--- src/rtl/branch_pkg.sv ---
// rtl/branch_pkg.sv - shared branch type codes, FSM states and helpers
package branch_pkg;

  localparam logic [3:0] BR_NONE  = 4'h0;
  localparam logic [3:0] BR_BRCC  = 4'h1;
  localparam logic [3:0] BR_BRCS  = 4'h2;
  localparam logic [3:0] BR_BREQ  = 4'h3;
  localparam logic [3:0] BR_BRN   = 4'h4;
  localparam logic [3:0] BR_BRNE  = 4'h5;
  localparam logic [3:0] BR_CALL  = 4'h6;
  localparam logic [3:0] BR_RET   = 4'h7;
  localparam logic [3:0] BR_RETID = 4'h8;
  localparam logic [3:0] BR_RETIE = 4'h9;

  localparam logic [1:0] WEAK_NT    = 2'b01;
  localparam int         FLUSH_CW   = 4;

  typedef enum logic {IDLE, RECOVER} state_t;

  function automatic logic is_conditional(input logic [3:0] br_type);
    return (br_type == BR_BRCC) || (br_type == BR_BRCS) ||
           (br_type == BR_BREQ) || (br_type == BR_BRNE);
  endfunction

  // Codes A-F are reserved and treated like BR_NONE.
  function automatic logic is_branch(input logic [3:0] br_type);
    return (br_type >= BR_BRCC) && (br_type <= BR_RETIE);
  endfunction

endpackage

--- src/rtl/branch_predict_ctrl_if.sv ---
// rtl/branch_predict_ctrl_if.sv - fetch/execute/recovery signal bundle
interface branch_predict_ctrl_if #(
  parameter int PC_WIDTH  = 10,
  parameter int CNT_WIDTH = 16
);
  logic [PC_WIDTH-1:0]  IF_PC;
  logic                 IF_IS_COND;
  logic                 PREDICT_TAKEN;
  logic                 EX_VALID;
  logic [PC_WIDTH-1:0]  EX_PC;
  logic [3:0]           EX_BRANCH_TYPE;
  logic                 EX_TAKEN;
  logic                 EX_MISS;
  logic                 PC_REDIRECT;
  logic                 FLUSH;
  logic                 BUSY;
  logic [CNT_WIDTH-1:0] BR_CNT;
  logic [CNT_WIDTH-1:0] MISS_CNT;

  modport master (
    output IF_PC, IF_IS_COND, EX_VALID, EX_PC, EX_BRANCH_TYPE, EX_TAKEN, EX_MISS,
    input  PREDICT_TAKEN, PC_REDIRECT, FLUSH, BUSY, BR_CNT, MISS_CNT
  );

  modport slave (
    input  IF_PC, IF_IS_COND, EX_VALID, EX_PC, EX_BRANCH_TYPE, EX_TAKEN, EX_MISS,
    output PREDICT_TAKEN, PC_REDIRECT, FLUSH, BUSY, BR_CNT, MISS_CNT
  );
endinterface

--- src/rtl/bht_2bit.sv ---
// rtl/bht_2bit.sv - table of 2-bit saturating counters, async read, sync update
module bht_2bit
  import branch_pkg::*;
#(
  parameter int IDX_WIDTH = 4
) (
  input  logic                 clk,
  input  logic                 rst_n,
  input  logic [IDX_WIDTH-1:0] i_rd_idx,
  output logic [1:0]           o_rd_ctr,
  input  logic                 i_wr_en,
  input  logic [IDX_WIDTH-1:0] i_wr_idx,
  input  logic                 i_wr_taken
);

  localparam int DEPTH = 2 ** IDX_WIDTH;

  logic [1:0] r_table [DEPTH];
  logic [1:0] w_wr_cur;
  logic [1:0] w_wr_next;

  // Read is straight from the array, so an update lands one cycle later.
  assign o_rd_ctr = r_table[i_rd_idx];
  assign w_wr_cur = r_table[i_wr_idx];

  always_comb begin
    w_wr_next = w_wr_cur;
    if (i_wr_taken) begin
      if (w_wr_cur != 2'b11) w_wr_next = w_wr_cur + 2'b01;
    end else begin
      if (w_wr_cur != 2'b00) w_wr_next = w_wr_cur - 2'b01;
    end
  end

  always_ff @(posedge clk or negedge rst_n) begin
    if (!rst_n) begin
      for (int i = 0; i < DEPTH; i++) r_table[i] <= WEAK_NT;
    end else if (i_wr_en) begin
      r_table[i_wr_idx] <= w_wr_next;
    end
  end

endmodule

--- src/rtl/branch_predict_ctrl.sv ---
// rtl/branch_predict_ctrl.sv - branch predictor training and misprediction recovery sequencer
module branch_predict_ctrl
  import branch_pkg::*;
#(
  parameter int PC_WIDTH     = 10,
  parameter int IDX_WIDTH    = 4,
  parameter int FLUSH_CYCLES = 2,
  parameter int CNT_WIDTH    = 16
) (
  input logic                 CLK,
  input logic                 RST_N,
  branch_predict_ctrl_if.slave bus
);

  state_t               r_state;
  state_t               w_state_nxt;
  logic [FLUSH_CW-1:0]  r_flush_cnt;
  logic [FLUSH_CW-1:0]  w_flush_cnt_nxt;
  logic [CNT_WIDTH-1:0] r_br_cnt;
  logic [CNT_WIDTH-1:0] r_miss_cnt;
  logic                 w_accept;
  logic                 w_train;
  logic [1:0]           w_rd_ctr;
  logic                 w_unused_pc_hi;

  // Execute holds wrong-path work during RECOVER, so nothing is accepted there.
  assign w_accept = bus.EX_VALID && (r_state == IDLE) && is_branch(bus.EX_BRANCH_TYPE);
  assign w_train  = w_accept && is_conditional(bus.EX_BRANCH_TYPE);

  assign w_unused_pc_hi = ^{bus.IF_PC[PC_WIDTH-1:IDX_WIDTH], bus.EX_PC[PC_WIDTH-1:IDX_WIDTH]};

  bht_2bit #(
    .IDX_WIDTH (IDX_WIDTH)
  ) u_bht (
    .clk        (CLK),
    .rst_n      (RST_N),
    .i_rd_idx   (bus.IF_PC[IDX_WIDTH-1:0]),
    .o_rd_ctr   (w_rd_ctr),
    .i_wr_en    (w_train),
    .i_wr_idx   (bus.EX_PC[IDX_WIDTH-1:0]),
    .i_wr_taken (bus.EX_TAKEN)
  );

  assign bus.PREDICT_TAKEN = bus.IF_IS_COND & w_rd_ctr[1];
  assign bus.PC_REDIRECT   = w_accept & bus.EX_MISS;
  assign bus.FLUSH         = (r_state == RECOVER);
  assign bus.BUSY          = (r_state == RECOVER);
  assign bus.BR_CNT        = r_br_cnt;
  assign bus.MISS_CNT      = r_miss_cnt;

  always_ff @(posedge CLK or negedge RST_N) begin
    if (!RST_N) begin
      r_state     <= IDLE;
      r_flush_cnt <= '0;
    end else begin
      r_state     <= w_state_nxt;
      r_flush_cnt <= w_flush_cnt_nxt;
    end
  end

  always_comb begin
    w_state_nxt     = r_state;
    w_flush_cnt_nxt = r_flush_cnt;
    case (r_state)
      IDLE: begin
        if (w_accept && bus.EX_MISS) begin
          w_state_nxt     = RECOVER;
          w_flush_cnt_nxt = FLUSH_CW'(FLUSH_CYCLES);
        end
      end
      RECOVER: begin
        w_flush_cnt_nxt = r_flush_cnt - 1'b1;
        if (r_flush_cnt == FLUSH_CW'(1)) w_state_nxt = IDLE;
      end
      default: begin
        w_state_nxt     = IDLE;
        w_flush_cnt_nxt = '0;
      end
    endcase
  end

  // Performance counters stick at all-ones rather than wrapping.
  always_ff @(posedge CLK or negedge RST_N) begin
    if (!RST_N) begin
      r_br_cnt   <= '0;
      r_miss_cnt <= '0;
    end else if (w_accept) begin
      if (r_br_cnt != '1) r_br_cnt <= r_br_cnt + 1'b1;
      if (bus.EX_MISS && (r_miss_cnt != '1)) r_miss_cnt <= r_miss_cnt + 1'b1;
    end
  end

endmodule

--- src/flat_wrapper.sv ---
// flat-port wrapper written by rule: the top's interface ports become plain ports
module branch_predict_ctrl_flat import branch_pkg::*;
#(
  parameter int PC_WIDTH     = 10,
  parameter int IDX_WIDTH    = 4,
  parameter int FLUSH_CYCLES = 2,
  parameter int CNT_WIDTH    = 16
)
  (CLK, RST_N, bus_IF_PC, bus_IF_IS_COND, bus_EX_VALID, bus_EX_PC, bus_EX_BRANCH_TYPE, bus_EX_TAKEN, bus_EX_MISS, bus_PREDICT_TAKEN, bus_PC_REDIRECT, bus_FLUSH, bus_BUSY, bus_BR_CNT, bus_MISS_CNT);
  branch_predict_ctrl_if #(.PC_WIDTH(PC_WIDTH), .CNT_WIDTH(CNT_WIDTH)) bus_i ();
  input logic CLK;
  input logic RST_N;
  input wire logic [$bits(bus_i.IF_PC)-1:0] bus_IF_PC;
  input wire logic [$bits(bus_i.IF_IS_COND)-1:0] bus_IF_IS_COND;
  input wire logic [$bits(bus_i.EX_VALID)-1:0] bus_EX_VALID;
  input wire logic [$bits(bus_i.EX_PC)-1:0] bus_EX_PC;
  input wire logic [$bits(bus_i.EX_BRANCH_TYPE)-1:0] bus_EX_BRANCH_TYPE;
  input wire logic [$bits(bus_i.EX_TAKEN)-1:0] bus_EX_TAKEN;
  input wire logic [$bits(bus_i.EX_MISS)-1:0] bus_EX_MISS;
  output wire logic [$bits(bus_i.PREDICT_TAKEN)-1:0] bus_PREDICT_TAKEN;
  output wire logic [$bits(bus_i.PC_REDIRECT)-1:0] bus_PC_REDIRECT;
  output wire logic [$bits(bus_i.FLUSH)-1:0] bus_FLUSH;
  output wire logic [$bits(bus_i.BUSY)-1:0] bus_BUSY;
  output wire logic [$bits(bus_i.BR_CNT)-1:0] bus_BR_CNT;
  output wire logic [$bits(bus_i.MISS_CNT)-1:0] bus_MISS_CNT;
  assign bus_i.IF_PC = bus_IF_PC;
  assign bus_i.IF_IS_COND = bus_IF_IS_COND;
  assign bus_i.EX_VALID = bus_EX_VALID;
  assign bus_i.EX_PC = bus_EX_PC;
  assign bus_i.EX_BRANCH_TYPE = bus_EX_BRANCH_TYPE;
  assign bus_i.EX_TAKEN = bus_EX_TAKEN;
  assign bus_i.EX_MISS = bus_EX_MISS;
  assign bus_PREDICT_TAKEN = bus_i.PREDICT_TAKEN;
  assign bus_PC_REDIRECT = bus_i.PC_REDIRECT;
  assign bus_FLUSH = bus_i.FLUSH;
  assign bus_BUSY = bus_i.BUSY;
  assign bus_BR_CNT = bus_i.BR_CNT;
  assign bus_MISS_CNT = bus_i.MISS_CNT;
  branch_predict_ctrl #(.PC_WIDTH(PC_WIDTH), .IDX_WIDTH(IDX_WIDTH), .FLUSH_CYCLES(FLUSH_CYCLES), .CNT_WIDTH(CNT_WIDTH)) u_core (.CLK(CLK), .RST_N(RST_N), .bus(bus_i));
endmodule
--- config.mk ---
export PLATFORM = sky130hd
export DESIGN_NAME = branch_predict_ctrl_flat
export DESIGN_NICKNAME = d
export VERILOG_FILES = /design/src/rtl/branch_pkg.sv /design/src/rtl/branch_predict_ctrl_if.sv /design/src/rtl/bht_2bit.sv /design/src/rtl/branch_predict_ctrl.sv /design/src/flat_wrapper.sv
export SDC_FILE = /design/constraint.sdc
export NUM_CORES = 1
export LEC_CHECK = 0
export CAP_MARGIN = 20
export CORE_MARGIN = 2
export CORE_UTILIZATION = 52
export CTS_CLUSTER_DIAMETER = 50
export DETAILED_ROUTE_END_ITERATION = 7
export GPL_ROUTABILITY_DRIVEN = 0
export PLACE_DENSITY = 0.8
export SLEW_MARGIN = 20
export SYNTH_ARGS = -nofsm -noshare
export SYNTH_HDL_FRONTEND = slang
export SYNTH_SLANG_ARGS = --single-unit
--- constraint.sdc ---
create_clock -name CLK -period 2.01 [get_ports CLK]
set_input_delay 0.402 -clock CLK [delete_from_list [all_inputs] [get_ports CLK]]
set_output_delay 0.402 -clock CLK [all_outputs]
set_load 0.01 [all_outputs]
==> flow_summary.toml <==
[outcome]
status = "complete, but fails checks"
violations = "setup timing"

[setup_path]
cpLargestDelayFamily = "multiplexers"
crit_fanout = 2
crit_path_start_kind = "register"
critical-path-max-stage-delay_ns = 0.47
worstSetupEndpointType = "output port"
cp_common_cell = "mux4_2"
crit_chain = "mux4_2 > mux4_2 > and2_4 > buf_6"
cp.depth = 4
rr_startpoint = "u_core.u_bht.r_table[29]$_DFFE_PN0P_"
endpoint = "bus_PREDICT_TAKEN"
cp-startpoint = "u_core.u_bht.r_table[1]$_DFFE_PN0P_"
required_ns = 1.61
cp_data_arrival_time_ns = 1.92
regToRegSetupSlack_ns = 0.10
r2r_end = "u_core.u_bht.r_table[30]$_DFFE_PN1P_"
path_class = "register to output port"
path_buf_inv = 1
worst-r2r-cell-count = 6
cp_slowest_cell = "mux4_2"

[sta]
fmaxAchievable_mhz = 430
finClkSkew_ns = 0.00884
maxSlewViolCount = 0
worstMarginPinSlew_ns = 0.804
max_slew_margin_pct = 46.4
min_period_over_period_pct = 116
fin_hold_ws_ns = 0.152
final.min_clock_period_ns = 2.33
setup_viol = 1
rsz0062_at_grt = "true"
timing.final.ws_setup_ns = -0.316
finalHoldViolCount = 0

[routing]
drc = 0
post_drt_wl_per_cell_um = 15.8
num_vias = 2778
drt_first_pass_iters = 4
ant_nets = 0
viasPerCell = 5.50
drt_iter0_drc = 115
routed_wl_um = 8000

[place]
place_ws_ns = -1.07
hpwl_um = 5830
numPortBuffers = 53

[power_and_ir_drop]
powerDensity_nw_per_um2 = 823
leakage_nw = 2.10
ir_drop_v = 0.000688

[synthesis]
synth_top_area_share_pct = 37.6
synth_flop_cell = "dfrtp_1"
synth_edf_count = 0
synthTopCellsByArea = "dfrtp_1 (38%), dfstp_2 (12%), mux4_2 (6.4%), nand2_1 (5.1%), xnor2_1 (4.7%)"
synth_common_cells = "dfrtp_1 (53), nand2_1 (48), nand3_1 (23), o21ai_0 (23), xnor2_1 (19)"
yosysWarnings = 0
synth_cells = 315
synthArstFlopShare_pct = 100
syn_nets = 349
syn_avg_cell_area_um2 = 11.2
netlist_area_um2 = 3530
yosysMostFrequentCell = "dfrtp_1"
ys_seq_area_share_pct = 49.5
yosys.area.top_type = "dfrtp_1"
synth_seq_cells = 69
synth_cell_types = 41

[floorplanning]
row_count = 30
start_util_pct = 52.8
die_w_um = 86.4
die_height_um = 86.4
ioPinCount = 66
die_area_um2 = 7460
core_um2 = 6680

[final_layout]
fillers = 471
drive_above_1_share_pct = 27.5
syn_to_final_growth_pct = 35.0
nets = 454
n_antenna_cell = 0

[worst_hold_path]
holdCritPathClass = "primary input to asynchronous set/reset pin"

[clocking]
numCtsBuffers = 9
clock_path_buffers = 2
cts_tree = "yes"
clk_latency_ns = 0.34
cts_hold_buf = 0
cts_sinks = 69
cts.htree.levels = 3
cts_root_buf = "clkbuf_8"
path_clk_slew_ns = 0.07

[global_route]
antenna_found_initial = 0
grt_max_degree = 37
grt_usage_pct = 22.8
grt_first_pass_wirelength_um = 13300
grt_overflow = 0
grt_pass1_vias = 2864

[run]
max_cap_violations = 0
==> final cells by class <==
type	instances	area [um2]	share of cell area, %
inverter	8	30.0	0.631
timing repair buffer	100	943	19.8
clock inverter	4	47.5	0.999
clock buffer	12	155	3.26
multi-input combinational	232	1740	36.5
tap	80	100	2.10
sequential	69	1750	36.7
==> worst register-to-register path: stages (launching register included) <==
cell	delay, ns
dfrtp_1	0.39
buf_4	0.14
mux4_1	0.48
nand2b_1	0.08
nand2_1	0.09
maj3_2	0.38
mux2_2	0.29
==> per-stage QoR <==
stage	util, %	total power [W]	TNS (ns)	instance area (um2)	cells
2_1_floorplan	-	0.00228	0	3530	315
3_3_place_gp	67.0	0.00273	-19.31	4470	485
3_5_place_dp	67.0	0.00277	-22.91	4470	485
4_1_cts	70.9	0.00393	-0.346	4740	505
5_1_grt	71.3	0.00413	-0.374	4760	505
6_report	71.3	0.00392	-0.316	4760	505
==> layer usage <==
metal | up-vias | GRT usage [%] | share of wire [%]
met3 | 13 | 3.81 | 4.3
met2 | 80 | 38.6 | 49
met5 | - | 0 | 0
met1 | 1348 | 29.7 | 45
li1 | 1337 | - | -
met4 | 0 | 8.38 | 1.7
==> flip-flops by register name (all words and copies together) (netlist names) <==
| name | cells |
|---|---|
| u_core.u_bht.r_table | 32 |
| u_core.bus.BR_CNT | 16 |
| u_core.bus.MISS_CNT | 16 |
| u_core.r_flush_cnt | 4 |
| u_core.bus.BUSY | 1 |
==> report_power, final <==
| group | switching, W | internal (W) |
|---|---|---|
| registers | 0.000169 | 0.00161 |
| logic | 0.000456 | 0.000543 |
| clock network | 0.000507 | 0.000637 |
| total | 0.00113 | 0.00279 |
==> logic make-up (layout without fill, tap and decap cells) <==
logic type	after synthesis	in the layout	synth area share, %
and+or+nand+nor	131	131	18.6
adders and majority gates	6	6	2.06
buffers and inverters	14	124	1.95
muxes	29	29	13.7
DFF	69	69	49.5
xor gates and xnor gates	30	30	7.45
AOI/OAI and AO/OA	36	36	6.78
==> cells in the final DEF, fill, tap and decap left out, types with 3 or more instances in the layout <==
cell,instances
dfrtp_1,53
nand2_1,48
clkdlybuf4s50_1,43
buf_4,42
o21ai_0,23
nand3_1,23
xnor2_1,19
nor2_1,16
dfstp_2,16
mux2_2,11
xor2_1,11
clkbuf_8,11
mux4_2,10
nand4_1,9
inv_1,8
and3_1,6
dlygate4sd2_1,6
nor2b_1,5
nor3_1,5
nand2b_1,4
and2_1,4
ha_1,4
buf_12,4
mux4_1,3
mux2i_2,3
and4_1,3
==> how the worst min path moves through the flow <==
stage	startpoint	end	slack [ns]	cells past startpoint
finish	RST_N	u_core.u_bht.r_table[17]$_DFFE_PN0P_	0.15	1
global route	RST_N	u_core.u_bht.r_table[19]$_DFFE_PN0P_	0.20	1
CTS	RST_N	u_core.u_bht.r_table[19]$_DFFE_PN0P_	0.16	1
detailed placement	u_core.u_bht.r_table[16]$_DFFE_PN1P_	u_core.u_bht.r_table[16]$_DFFE_PN1P_	0.48	2
global placement	u_core.u_bht.r_table[16]$_DFFE_PN1P_	u_core.u_bht.r_table[16]$_DFFE_PN1P_	0.46	2
floorplan	RST_N	u_core.bus.BR_CNT[0]$_DFFE_PN0P_	0.11	0
==> timing repair <==
action | CTS | global route
gates cloned | 1 | 0
pin swaps | 2 | 1
resized for setup | 16 | 7
setup buffers | 3 | 0
endpoints found under the setup margin | 34 | 34
(Power assumes the default switching activity.)
